**src/rtl/addsub_rr_arbiter.sv**
```systemverilog
// Two-requester round-robin front end for a shared WIDTH-bit add/subtract datapath with a single-entry result slot.
// Optional signed-overflow output res_ovf is built when ADDSUB_OVF_EN is defined.
module addsub_rr_arbiter #(
    parameter int unsigned WIDTH = 4
) (
    input  logic             clk,
    input  logic             rst_n,
    input  logic             req0_valid,
    input  logic [WIDTH-1:0] req0_a,
    input  logic [WIDTH-1:0] req0_b,
    input  logic             req0_m,
    output logic             req0_ready,
    input  logic             req1_valid,
    input  logic [WIDTH-1:0] req1_a,
    input  logic [WIDTH-1:0] req1_b,
    input  logic             req1_m,
    output logic             req1_ready,
    output logic             res_valid,
    output logic [WIDTH-1:0] res_sum,
    output logic             res_cout,
    output logic             res_id,
    input  logic             res_ready
`ifdef ADDSUB_OVF_EN
    ,
    output logic             res_ovf
`endif
);

    typedef enum logic {
        EMPTY = 1'b0,
        FULL  = 1'b1
    } state_t;

    state_t           state;
    state_t           state_nxt;
    logic             last_grant;
    logic             can_accept;
    logic             grant0;
    logic             grant1;
    logic             accept;
    logic [WIDTH-1:0] op_a;
    logic [WIDTH-1:0] op_bx;
    logic             op_m;
    logic [WIDTH:0]   add_full;
`ifdef ADDSUB_OVF_EN
    logic             ovf;
`endif

    // Contention goes to whichever requester was not granted last.
    always_comb begin
        grant0 = req0_valid & (~req1_valid | last_grant);
        grant1 = req1_valid & (~req0_valid | ~last_grant);
    end

    always_comb begin
        can_accept = rst_n & ((state == EMPTY) | res_ready);
        req0_ready = can_accept & grant0;
        req1_ready = can_accept & grant1;
        accept     = req0_ready | req1_ready;
    end

    always_comb begin
        op_a     = grant1 ? req1_a : req0_a;
        op_m     = grant1 ? req1_m : req0_m;
        op_bx    = (grant1 ? req1_b : req0_b) ^ {WIDTH{op_m}};
        add_full = {1'b0, op_a} + {1'b0, op_bx} + {{WIDTH{1'b0}}, op_m};
`ifdef ADDSUB_OVF_EN
        // Carry into the MSB is recovered from the MSB sum bit and its operands.
        ovf      = (add_full[WIDTH-1] ^ op_a[WIDTH-1] ^ op_bx[WIDTH-1]) ^ add_full[WIDTH];
`endif
    end

    always_comb begin
        state_nxt = state;
        if (accept) begin
            state_nxt = FULL;
        end else if ((state == FULL) && res_ready) begin
            state_nxt = EMPTY;
        end
    end

    always_ff @(posedge clk) begin
        if (!rst_n) begin
            state <= EMPTY;
        end else begin
            state <= state_nxt;
        end
    end

    always_ff @(posedge clk) begin
        if (!rst_n) begin
            res_sum    <= '0;
            res_cout   <= 1'b0;
            res_id     <= 1'b0;
            last_grant <= 1'b1;
`ifdef ADDSUB_OVF_EN
            res_ovf    <= 1'b0;
`endif
        end else if (accept) begin
            res_sum    <= add_full[WIDTH-1:0];
            res_cout   <= add_full[WIDTH];
            res_id     <= grant1;
            last_grant <= grant1;
`ifdef ADDSUB_OVF_EN
            res_ovf    <= ovf;
`endif
        end
    end

    assign res_valid = (state == FULL);

endmodule

```
**config.mk**
```make
export PLATFORM = sky130hd
export DESIGN_NAME = addsub_rr_arbiter
export DESIGN_NICKNAME = d
export VERILOG_FILES = /design/src/rtl/addsub_rr_arbiter.sv
export SDC_FILE = /design/constraint.sdc
export NUM_CORES = 1
export LEC_CHECK = 0
export ABC_AREA = 1
export ABC_CLOCK_PERIOD_IN_PS = 2500
export BUFFER_PORTS_ARGS = -buffer_cell sky130_fd_sc_hd__buf_2
export CAP_MARGIN = 20
export CORE_MARGIN = 2
export CORE_UTILIZATION = 44
export CTS_CLUSTER_SIZE = 30
export DETAILED_ROUTE_END_ITERATION = 6
export PLACE_DENSITY = 0.77
export REMOVE_ABC_BUFFERS = 1
export SETUP_SLACK_MARGIN = 0.2
export SYNTH_ARGS = -nofsm -noshare
export SYNTH_HDL_FRONTEND = slang
export SYNTH_SLANG_ARGS = --single-unit
export TNS_END_PERCENT = 10
```
**constraint.sdc**
```tcl
create_clock -name clk -period 2.5 [get_ports clk]
set_input_delay 0.25 -clock clk [delete_from_list [all_inputs] [get_ports clk]]
set_output_delay 0.25 -clock clk [all_outputs]
set_load 0.01 [all_outputs]
```
# Yosys cells after proc, flatten, opt, wreduce, memory -nomap -nowiden
# Index checks and enable logic that the tools add are counted.
[classes] add_sub_neg=2 n_mux=5 n_bitwise=14 reduce_logical=2
[ops] cell="4-bit 2-to-1 mux" count=2
[ops] cell="4-bit by 4-bit adder with 5-bit output" count=1
[ops] cell="5-bit by 1-bit adder with 5-bit output" count=1
[ops] cell="1-bit AND" count=5
[ops] cell="1-bit NOT" count=4
[ops] cell="1-bit OR" count=4
[ops] cell="4-bit XOR" count=1
[ops] cell="1-bit 2-to-1 mux" count=3
[ops] cell="2-bit nonzero test" count=1
[ops] cell="1-bit logical AND" count=1
[word_totals] register_bits=8 out_inout_bits=9

# Longest topological paths before layout
# Gate-level depths: netlist of the first run.
[depth] ltp_word=7 mapped_depth=15 ltp_nobuf=15

# Least setup slack after synthesis of the first run
# OpenSTA, ideal clock, no wires.
[synth_timing] path_kind="reg-to-reg" from="register last_grant" to="register res_sum[3]" setup_time_ns=0.109 arrival_ns=1.696 required_time_ns=2.391 path_slack_ns=0.695 stages_incl_launch_ff=15 n_path_buf=1 cell_sequence="dfxtp_1 > nand2_2 > nand2_2 > buf_6 > mux2i_1 > xnor2_1 > inv_1 > ha_1 > nand2_1 > inv_1 > nand3_2 > nand3_1 > nand3_1 > nand2_1 > inv_1"
[synth_between] elab_chain_cells=7 word_cells_on_any_way=14 classes_between="add/sub (2); mux (3); bitwise (9)"
[synth_lines] item="from (decl)" line_no="36" text="logic last_grant;"
[synth_lines] item="from (signal assigned)" line_no="103" text="last_grant <= grant1;"
[synth_lines] item="1-bit NOT" line_no="52" text="grant1 = req1_valid & (~req0_valid | ~last_grant);"
[synth_lines] item="1-bit OR" line_no="52"
[synth_lines] item="1-bit AND" line_no="52"
[synth_lines] item="4-bit 2-to-1 mux / 1-bit 2-to-1 mux (equally long branches)" line_no="65, 64"
[synth_lines] item="4-bit XOR" line_no="65" text="op_bx = (grant1 ? req1_b : req0_b) ^ {WIDTH{op_m}};"
[synth_lines] item="4-bit by 4-bit adder with 5-bit output" line_no="66" text="add_full = {1'b0, op_a} + {1'b0, op_bx} + {{WIDTH{1'b0}}, op_m};"
[synth_lines] item="5-bit by 1-bit adder with 5-bit output" line_no="66"
[synth_lines] item="to (signal assigned)" line_no="100" text="res_sum <= add_full[WIDTH-1:0];"
[synth_lines] item="to (decl)" line_no="19" text="output logic [WIDTH-1:0] res_sum,"
# Parallel ways exist; a longest one is shown, timed or not.
# A chain may end at the register's enable or synchronous reset.

# Worst setup path after layout of the first run
# Ends and elaborated chain as after synthesis.

==> results of run 1 <==
-- worst register-to-register path, delay by kind of cell, from the launching register on --
kind                       cells  cell delay (ns)
and+or+nand+nor                8             0.66
xor gates and xnor gates       1             0.19
adders and majority gates      1             0.28
buffers and inverters          3             0.15
DFF                            1             0.35
muxes                          1             0.25
-- layer usage --
metal  up-vias  global-route usage  share of wire
met5         -                   0              0
met4         0               0.113          0.031
met3         5              0.0302          0.068
met2        27               0.265           0.44
met1       286               0.203           0.46
li1        366                   -              -
-- sequential cells by signal (all words and copies together) (netlist names) --
register and count:
last_grant 1, res_valid 1, res_id 1, res_cout 1, res_sum 4
-- kinds of logic (layout without fill, tap and decap cells) --
group | after synthesis | count (layout) | synth area share
simple gates | 39 | 39 | 0.290
flops | 8 | 8 | 0.246
fa+ha+maj | 4 | 4 | 0.0885
buf+inv | 20 | 52 | 0.138
mux | 3 | 3 | 0.0462
xor+xnor | 4 | 4 | 0.0539
compound gates | 16 | 16 | 0.137
-- metrics by stage --
step | cells | total power [W] | instance area [sq um]
detailed placement | 138 | 0.000325 | 802
floorplan | 92 | 0.000270 | 628
finish | 141 | 0.000418 | 825
global route | 141 | 0.000454 | 825
CTS | 141 | 0.000422 | 825
global placement | 138 | 0.000319 | 802
-- layout by cell type (no fill, tap or decap), types with 2 or more instances in the layout --
| cell | synthesis | layout |
|---|---|---|
| nand3b_1 | 3 | 3 |
| buf_2 | 0 | 31 |
| nand2_2 | 7 | 7 |
| mux2i_1 | 3 | 3 |
| inv_1 | 18 | 18 |
| a31oi_1 | 2 | 2 |
| o21ai_0 | 2 | 2 |
| ha_1 | 3 | 3 |
| a21oi_1 | 6 | 6 |
| o21ai_1 | 4 | 4 |
| dfxtp_1 | 8 | 8 |
| nand3_1 | 6 | 6 |
| nand2_1 | 21 | 21 |
| clkbuf_4 | 0 | 3 |
| xor2_1 | 3 | 3 |
-- path summary, 6_finish.rpt --
check                                 from         end  depth (start not counted)
worst min register to register      res_id      res_id                          2
worst min-delay path                 rst_n  last_grant                          2
worst max-delay path            last_grant  res_sum[3]                         14
worst max register to register  last_grant  res_sum[3]                         14
-- power by group through the flow --
stage	Combinational, W	Clock (W)	Sequential [W]
finish	0.000172	0.0000971	0.000149
global route	0.000196	0.000107	0.000151
CTS	0.000174	0.0000985	0.000149
detailed placement	0.000173	0	0.000152
global placement	0.000168	0	0.000151
floorplan	0.000113	0	0.000158
-- layout make-up --
cell class | count | area share
well taps | 15 | 0.0228
flip-flops and latches | 8 | 0.194
inverters | 18 | 0.0819
repair buffers | 31 | 0.188
clock buffers | 3 | 0.0273
multi-input cells | 66 | 0.486
==> metrics, run 1 <==
area of the core=1330 sq um; H-tree Lvls=1; hold_buf cts=0; gpl congestion=0.833; Final ANT Viol Nets=0; die height=approximately 42 microns; Tightest Hold Check Type=input pin to flip-flop; CP max stage delay=0.35 ns; Pwr per Cell Area=507 nW/um^2; most used cell, CP=nand2_1; setup repair bufs after CTS=0; Tmin final=1.98 ns; Avg Inst Size Synth=6.92 sq um; Crit. End Element=flip-flop; WHS=0.264 ns; register area=160 sq um; crit path DAT=2.13 ns; Die W=approximately 42 microns; RSZ-0062 raised after global routing=no; Psw=0.000146 W; DIE AREA=1800 sq um; FF-to-FF setup slack=~0.52 ns; Synth Instances=94; buffer depth of the longest clock path=2; Seq cells post-synth=8; PortBufs=31; post-layout net count=155; vias per std cell=4.85; area grow syn2layout=26.7%; critical path class=flip-flop to flip-flop; most common cell in the netlist=nand2_1; first-pass GRT wire length=between 2000 and 2500 microns; Fin Setup TNS=0 ns; Yosys cell types=20; Pint=0.000272 W; share of the synthesized area in the top cell type=0.246; post-DP HPWL=1090 microns; final WL=around 1300 microns; Least-Margin Pin Slew=0.268 ns; Slowest-stage cell, CP=dfxtp_1; ys flop type=dfxtp_1; Final Worst Setup Slack=0.525 ns; final setup vio count=0; Hold Violations, Final=0; via count=684; Slew HR=0.819; Gate power share=0.411; Post-synth EDFFs=0; asr flop ratio synth=0; Yosys warning count=0; layout cell share with drive strength beyond 1=0.341; FP Rows=13; Final Max Slew Viols=0; Critical Path Fanout Max=12; switch share=0.349; Setup Skew=approximately 0.00023 ns; fin crit share=0.790; Leak=0.528 nW; Post-route DRC=0; PostCTS Resize Cnt=0; Achievable Freq=506 MHz; root buf cell=clkbuf_4; part of the Yosys area used for sequential elements=0.246; CP bufs+invs=3; clock share of power=0.233; top cells by area, synth=dfxtp_1 (25%), nand2_1 (12%), inv_1 (10%); status=finished clean; CP required=2.65 ns; Tot GR Track Use=0.167; num ports=32; Ant. Diodes=0; CTS tree=yes; Reg clk slew, reported paths=0.05 ns; crit path launch type=flip-flop; vias in the first global route=609; TritonCTS Buffers=3; Sink Count=8; largest net degree at the start of global routing=13; initial antenna violation count=0; Synth Cell Area=651 sq um; Multi-input gate area=400 sq um; initial core utilization=0.488; DRT iter0 DRCs=10; register share of total power=0.357; Clk Latency, worst-skew pair=roughly 0.25 ns; top cells by count, synth=nand2_1 (21), inv_1 (18), dfxtp_1 (8), nand2_2 (7); worst path cell trace=nand2_2 > nand2_2 > mux2i_1 > xnor2_1 > inv_1 > ha_1 > nand2_1 > inv_1 > nand3_2 > nand2_1 > nand2_1 > nand3_1 > nand2_1 > inv_1; first drt pass iteration count=4; post-synth top area cell=dfxtp_1; CP delay by family, top=simple AND/OR/NAND/NOR gates; Overflow after GRT=0; Avg WL per Cell=a little over 9 microns; VDD IR max=0.184 mV; maxcap violations=0; worst slack, placed=0.449 ns; fillcell total=130; Core Util, Final=0.618
Power figures use the tool's default switching activity.
==> run 2: changes to the inputs <==
--- a/config.mk
+++ b/config.mk
@@ -5,15 +5,15 @@
 export SDC_FILE = /design/constraint.sdc
 export NUM_CORES = 1
 export LEC_CHECK = 0
-export ABC_AREA = 1
-export ABC_CLOCK_PERIOD_IN_PS = 2500
+export ABC_AREA = 0
+export ABC_CLOCK_PERIOD_IN_PS = 1600
 export BUFFER_PORTS_ARGS = -buffer_cell sky130_fd_sc_hd__buf_2
 export CAP_MARGIN = 20
 export CORE_MARGIN = 2
-export CORE_UTILIZATION = 44
+export CORE_UTILIZATION = 39
 export CTS_CLUSTER_SIZE = 30
 export DETAILED_ROUTE_END_ITERATION = 6
-export PLACE_DENSITY = 0.77
+export PLACE_DENSITY = 0.74
 export REMOVE_ABC_BUFFERS = 1
 export SETUP_SLACK_MARGIN = 0.2
 export SYNTH_ARGS = -nofsm -noshare
==> constraint.sdc (replaced) <==
create_clock -name clk -period 1.6 [get_ports clk]
set_input_delay 0.16 -clock clk [delete_from_list [all_inputs] [get_ports clk]]
set_output_delay 0.16 -clock clk [all_outputs]
set_load 0.01 [all_outputs]
==> run 2 against run 1 <==
Against the previous run: worst hold slack got worse by 0.088 ns; the flow now finishes with violations (negative setup slack); via count fell by 0.15%; clock power grew 52%; synthesized cell count decreased by 24%; die area increased by 4.5%; sequential power up 54%; area after synthesis shrank 6.9%; combinational power grew 94%; total power increased by 70%; clock-buffer cell count stayed put; cell count fell by 6.4%; flip-flop and latch count unchanged; largest power group unchanged; critical path type unchanged.
==> metrics, run 2 <==
status=complete, but fails checks (was finished clean); failing checks=negative setup slack; Avg Inst Size Synth=8.53 sq um (was 6.92 sq um); ys flop type=dfxtp_1 (unchanged); layout cell share with drive strength beyond 1=0.509 (was 0.341); Critical Path Fanout Max=5 (was 12); DRT iter0 DRCs=11 (was 10); initial antenna violation count=0 (unchanged); Sink Count=8 (unchanged); Final Power=0.000710 W (was 0.000418 W); Final Worst Setup Slack=-0.345 ns (was 0.525 ns); Crit. End Element=flip-flop (unchanged); WHS Endpoint=last_grant (unchanged); Tightest Hold Check Type=input pin to flip-flop (unchanged); Post-synth EDFFs=0 (unchanged); gpl congestion=0.895 (was 0.833); final setup vio count=4 (was 0); Final Max Slew Viols=0 (unchanged); top cells by count, synth=nand2_1 (10), dfxtp_1 (8), a21oi_1 (7) (was nand2_1 (21), inv_1 (18), dfxtp_1 (8), nand2_2 (7)); FP Rows=14 (was 13); Ant. Diodes=0 (unchanged); maxcap violations=0 (unchanged); setup repair bufs after CTS=0 (unchanged); vias in the first global route=673 (was 609); CP required=1.77 ns (was 2.65 ns); area of the core=1490 sq um (was 1330 sq um); Tmin final=1.94 ns (was 1.98 ns); Reg-to-Reg End=res_sum[3] (unchanged); post-DP HPWL=1260 microns (was 1090 microns); root buf cell=clkbuf_4 (unchanged); critical register-to-register path startpoint=last_grant (unchanged); Achievable Freq=514 MHz (was 506 MHz); final WL=1610 microns (was 1290 microns); most frequent cells in the layout=buf_2 (31), buf_4 (11), nand2_1 (9) (was buf_2 (31), nand2_1 (21), inv_1 (18)); Leak=0.480 nW (was 0.528 nW); CTS tree=yes (unchanged); post-layout net count=145 (was 155); Largest Register=res_sum (unchanged); Synth Instances=71 (was 94); num ports=32 (unchanged); first-pass GRT wire length=2670 microns (was 2300 microns); Overflow after GRT=0 (unchanged); asr flop ratio synth=0 (unchanged); Tot GR Track Use=0.188 (was 0.167); Die W=43.4 microns (was 42.5 microns); buffer depth of the longest clock path=2 (unchanged); Clk Latency, worst-skew pair=0.25 ns (about the same); Hold Violations, Final=0 (unchanged); Worst Setup SP=last_grant (unchanged); PortBufs=31 (unchanged); fin crit share=1.22 (was 0.790); Yosys warning count=0 (unchanged); post-synth top area cell=dfxtp_1 (unchanged); die height=43.4 microns (was 42.5 microns); Worst R2R Path Depth=6 (was 14); Final ANT Viol Nets=0 (unchanged); crit path launch type=flip-flop (unchanged); crit path DAT=2.12 ns (was 2.13 ns); Slew HR=0.767 (was 0.819); Post-route DRC=0 (unchanged); Synth Cell Area=606 sq um (was 651 sq um); RSZ-0062 raised after global routing=yes (was no); TritonCTS Buffers=3 (unchanged); first drt pass iteration count=4 (unchanged); area grow syn2layout=58.3% (was 26.7%); Reg clk slew, reported paths=0.05 ns (about the same); largest net degree at the start of global routing=10 (was 13); Yosys cell types=27 (was 20); VDD IR max=0.345 mV (was 0.184 mV); WHS=0.175 ns (was 0.264 ns); initial core utilization=0.407 (was 0.488); via count=683 (was 684); Pwr per Cell Area=741 nW/um^2 (was 507 nW/um^2); Avg WL per Cell=12.2 microns (was 9.11 microns); H-tree Lvls=1 (unchanged); DIE AREA=1880 sq um (was 1800 sq um); critical path class=flip-flop to flip-flop (unchanged); top cells by area, synth=dfxtp_1 (26%), xnor2_1 (7.2%), ha_1 (6.2%) (was dfxtp_1 (25%), nand2_1 (12%), inv_1 (10%)); part of the Yosys area used for sequential elements=0.264 (was 0.246); Seq cells post-synth=8 (unchanged); Least-Margin Pin Slew=0.348 ns (was 0.268 ns); max reg flops=4 (unchanged); vias per std cell=5.17 (was 4.85); Min-Delay Startpoint=rst_n (unchanged); FF-to-FF setup slack=-0.34 ns (was 0.52 ns); most common cell in the netlist=nand2_1 (unchanged); share of the synthesized area in the top cell type=0.264 (was 0.246); Hold Crit Depth=2 (unchanged); commonest non-fill, non-tap cell in the layout=buf_2 (unchanged); Setup Skew=0.000856 ns (was 0.000226 ns)
run 2: changes by cell type after synthesis, moves of 3 or more:
cell | previous run | this run
xnor2_1 | 1 | 5
nand2_1 | 21 | 10
mux2_2 | 0 | 3
nand3_1 | 6 | 0
o21ai_1 | 4 | 0
o21ai_0 | 2 | 5
inv_1 | 18 | 5
nand3b_1 | 3 | 0
nand2_2 | 7 | 0
run 2: how the worst max path moves through the flow:
| stage | cells past startpoint | endpoint | slack, ns |
|---|---|---|---|
| 2_1_floorplan | 5 | res_sum[3] | -0.72 |
| 3_3_place_gp | 6 | res_sum[3] | -0.35 |
| 3_5_place_dp | 6 | res_sum[3] | -0.40 |
| 4_1_cts | 6 | res_sum[3] | -0.31 |
| 5_1_grt | 6 | res_sum[3] | -0.40 |
| 6_report | 6 | res_sum[3] | -0.34 |
run 2: worst max-delay path, cell delays in order (launching register included):
cell and delay, ns:
dfxtp_2 0.31, a21boi_1 0.11, buf_4 0.17, mux2_4 0.32, ha_4 0.25, or4_4 0.53
a41oi_2 0.17
run 2: power breakdown:
part | switching, W | leakage [nW] | internal [W]
Sequential | 0.00000847 | 0.0658 | 0.000221
Clock | 0.0000624 | 0.0138 | 0.0000854
Combinational | 0.000155 | 0.401 | 0.000178
Total | 0.000225 | 0.480 | 0.000484
run 2: stage by stage:
step | TNS [ns] | worst slack [ns] | std cells | area, sq um | utilization
2_1_floorplan | -1.96 | -0.719 | 70 | 602 | -
5_1_grt | -1.35 | -0.405 | 132 | 958 | 0.644
3_5_place_dp | -1.30 | -0.396 | 129 | 867 | 0.582
3_3_place_gp | -1.16 | -0.351 | 129 | 867 | 0.582
4_1_cts | -1.11 | -0.313 | 132 | 951 | 0.639
6_report | -1.07 | -0.345 | 132 | 958 | 0.644
run 2: what timing repair did:
action / in CTS / in global routing
gates cloned: 0 / 0
hold buffers: 0 / 0
endpoints found under the setup margin: 4 / 4
gates resized for setup: 13 / 3
pin swaps: 0 / 2
run 2: cells by family (layout without fill, tap and decap cells):
| group | after synthesis | after routing | share of synthesized area |
|---|---|---|---|
| muxes | 6 | 6 | 0.114 |
| DFF | 8 | 8 | 0.264 |
| and+or+nand+nor | 16 | 16 | 0.122 |
| adders and majority gates | 4 | 4 | 0.0950 |
| AOI/OAI and AO/OA | 22 | 22 | 0.238 |
| buffers and inverters | 6 | 51 | 0.0372 |
| xor gates and xnor gates | 9 | 9 | 0.130 |
run 2: area by class of cell:
type	count	area, sq um
Multi-Input combinational cell	57	487
Timing Repair Buffer	43	249
Tap cell	16	20.0
Sequential cell	8	161
Inverter	5	18.8
Clock buffer	3	22.5
Fill cell	135	531
run 2: per-layer routing:
layer,wire length (microns),up-vias,track usage
li1,-,347,-
met1,673,304,0.204
met2,823,30,0.331
met3,97,2,0.0292
met4,14,0,0.133
met5,0,-,0
==> run 3: changes to the inputs <==
--- a/config.mk
+++ b/config.mk
@@ -13,7 +13,7 @@
 export CORE_UTILIZATION = 39
 export CTS_CLUSTER_SIZE = 30
 export DETAILED_ROUTE_END_ITERATION = 6
-export PLACE_DENSITY = 0.74
+export PLACE_DENSITY = 0.72
 export REMOVE_ABC_BUFFERS = 1
 export SETUP_SLACK_MARGIN = 0.2
 export SYNTH_ARGS = -nofsm -noshare
==> run 3 against run 2 <==
Against the previous run: the flow still finishes with violations (negative setup slack); clock skew up 0.0073 ns; worst setup slack better by 0.019 ns; fmax increased by 1.0%; via count rose by 0.44%; cell area is 0.26% higher; clock-buffer cell count did not move; largest cell class unchanged; highest routed layer unchanged.
==> metrics, run 3 (synthesis gave the netlist of run 2 again) <==
crit path launch type=flip-flop (unchanged); setup repair bufs after CTS=0 (unchanged); M2 GR Usage=0.331 (unchanged); switch share=0.321 (was 0.318); largest net degree at the start of global routing=10 (unchanged); via count=686 (was 683); initial core utilization=0.407 (unchanged); worst path cell trace=a21boi_2 > buf_6 > mux2_4 > ha_4 > nand2_2 > or4_4 > a41oi_2 (was a21boi_1 > buf_4 > mux2_4 > ha_4 > or4_4 > a41oi_2); Achievable Freq=519 MHz (was 514 MHz); post-layout net count=145 (unchanged); gpl congestion=0.772 (was 0.895); DIE AREA=1880 sq um (unchanged); Overflow after GRT=0 (unchanged); fin crit share=1.20 (was 1.22); num ports=32 (unchanged); register share of total power=0.326 (was 0.323); vias in the first global route=662 (was 673); critical path class=flip-flop to flip-flop (unchanged); vias per std cell=5.20 (was 5.17); final setup vio count=4 (unchanged); H-tree Lvls=1 (unchanged); Slew HR=0.776 (was 0.767); initial antenna violation count=0 (unchanged); failing checks=negative setup slack (unchanged); Setup Skew=0.00819 ns (was 0.000856 ns); Tot GR Track Use=0.189 (was 0.188); layout cell share with drive strength beyond 1=0.517 (was 0.509); Ant. Diodes=0 (unchanged); CP delay by family, top=simple AND/OR/NAND/NOR gates (unchanged); Slowest-stage cell, CP=or4_4 (unchanged); Gate power share=0.456 (was 0.469); Critical Path Fanout Max=6 (was 5); area of the core=1490 sq um (unchanged); Final Max Slew Viols=0 (unchanged); commonest non-fill, non-tap cell in the layout=buf_2 (unchanged); Least-Margin Pin Slew=0.335 ns (was 0.348 ns); final WL=1560 microns (was 1610 microns); post-DP HPWL=1210 microns (was 1260 microns); WHS=0.184 ns (was 0.175 ns); Psw=0.000228 W (was 0.000225 W); max reg flops=4 (unchanged); Tightest Hold Check Type=input pin to flip-flop (unchanged); Reg clk slew, reported paths=0.06 ns (was 0.05 ns); CP required=1.78 ns (was 1.77 ns); Final Worst Setup Slack=-0.325 ns (was -0.345 ns); RSZ-0062 raised after global routing=yes (unchanged); Largest Register=res_sum (unchanged); Tmin final=1.93 ns (was 1.94 ns); first-pass GRT wire length=2680 microns (was 2670 microns); global route hottest layer=met2 (unchanged); Avg WL per Cell=11.8 microns (was 12.2 microns); crit path DAT=2.11 ns (was 2.12 ns); Crit. End Element=flip-flop (unchanged); Leak=0.477 nW (was 0.480 nW); Sink Count=8 (unchanged); Non-Filler Instances=132 (unchanged); most frequent cells in the layout=buf_2 (32), nand2_1 (9), buf_4 (9) (was buf_2 (31), buf_4 (11), nand2_1 (9)); TritonCTS Buffers=3 (unchanged); FP Rows=14 (unchanged); Hold Violations, Final=0 (unchanged); Die W=43.4 microns (unchanged); Final ANT Viol Nets=0 (unchanged); Placed Cells=128 (was 129); CP bufs+invs=1 (unchanged); PortBufs=31 (unchanged); status=complete, but fails checks (unchanged); DRT iter0 DRCs=6 (was 11); first drt pass iteration count=4 (unchanged); M1 GR Usage=0.214 (was 0.204); root buf cell=clkbuf_4 (unchanged); Clk Latency, worst-skew pair=0.25 ns (about the same); die height=43.4 microns (unchanged); Core Util, Final=0.645 (was 0.644); maxcap violations=0 (unchanged); Pwr per Cell Area=739 nW/um^2 (was 741 nW/um^2); grt met3 use=0.0458 (was 0.0292); Pint=0.000482 W (was 0.000484 W); buffer depth of the longest clock path=2 (unchanged); VDD IR max=0.350 mV (was 0.345 mV); CP max stage delay=0.41 ns (was 0.53 ns); area grow syn2layout=58.7% (was 58.3%); CTS tree=yes (unchanged); clock share of power=0.218 (was 0.208); Post-route DRC=0 (unchanged)
-- run 3: layout make-up --
| type | instances | area (sq um) |
|---|---|---|
| fill | 131 | 528 |
| multi-input combinational | 57 | 488 |
| timing repair buffer | 43 | 250 |
| sequential | 8 | 161 |
| clock buffer | 3 | 22.5 |
| tap | 16 | 20.0 |
| inverter | 5 | 18.8 |
-- run 3: what timing repair did --
| item | CTS | global route |
|---|---|---|
| cloned | 0 | 1 |
| resized for setup | 3 | 15 |
| pin swaps | 0 | 6 |
| hold buffers | 0 | 0 |
| endpoints found under the setup margin | 4 | 4 |
-- run 3: routing by layer --
metal | part of all wire | routed length [microns]
met5 | 0 | 0
met4 | 0.0058 | 9
met3 | 0.069 | 108
met2 | 0.51 | 795
met1 | 0.41 | 644
-- run 3: through the flow --
stage,setup slack [ns],power (W),instance area (sq um),setup TNS [ns]
after CTS,-0.427,0.000673,892,-1.15
final,-0.325,0.000710,961,-0.972
after global placement,-0.351,0.000501,860,-1.18
after detailed placement,-0.416,0.000508,860,-1.35
after global routing,-0.395,0.000767,961,-1.32
after floorplan,-0.719,0.000382,602,-1.96
-- run 3: final timing paths --
| kind | start | end | slack [ns] | cells past startpoint |
|---|---|---|---|---|
| hold / removal | rst_n | last_grant | 0.18 | 2 |
| hold reg to reg | res_id | res_id | 0.45 | 2 |
| setup reg to reg | last_grant | res_sum[3] | -0.33 | 7 |
| setup / recovery | last_grant | res_sum[3] | -0.33 | 7 |
-- run 3: power by group through the flow --
stage	Combinational [W]	Sequential [W]	Clock, W
after floorplan	0.000139	0.000243	0
after global placement	0.000267	0.000233	0
after detailed placement	0.000273	0.000235	0
after CTS	0.000280	0.000230	0.000163
after global routing	0.000363	0.000234	0.000170
final	0.000324	0.000232	0.000155
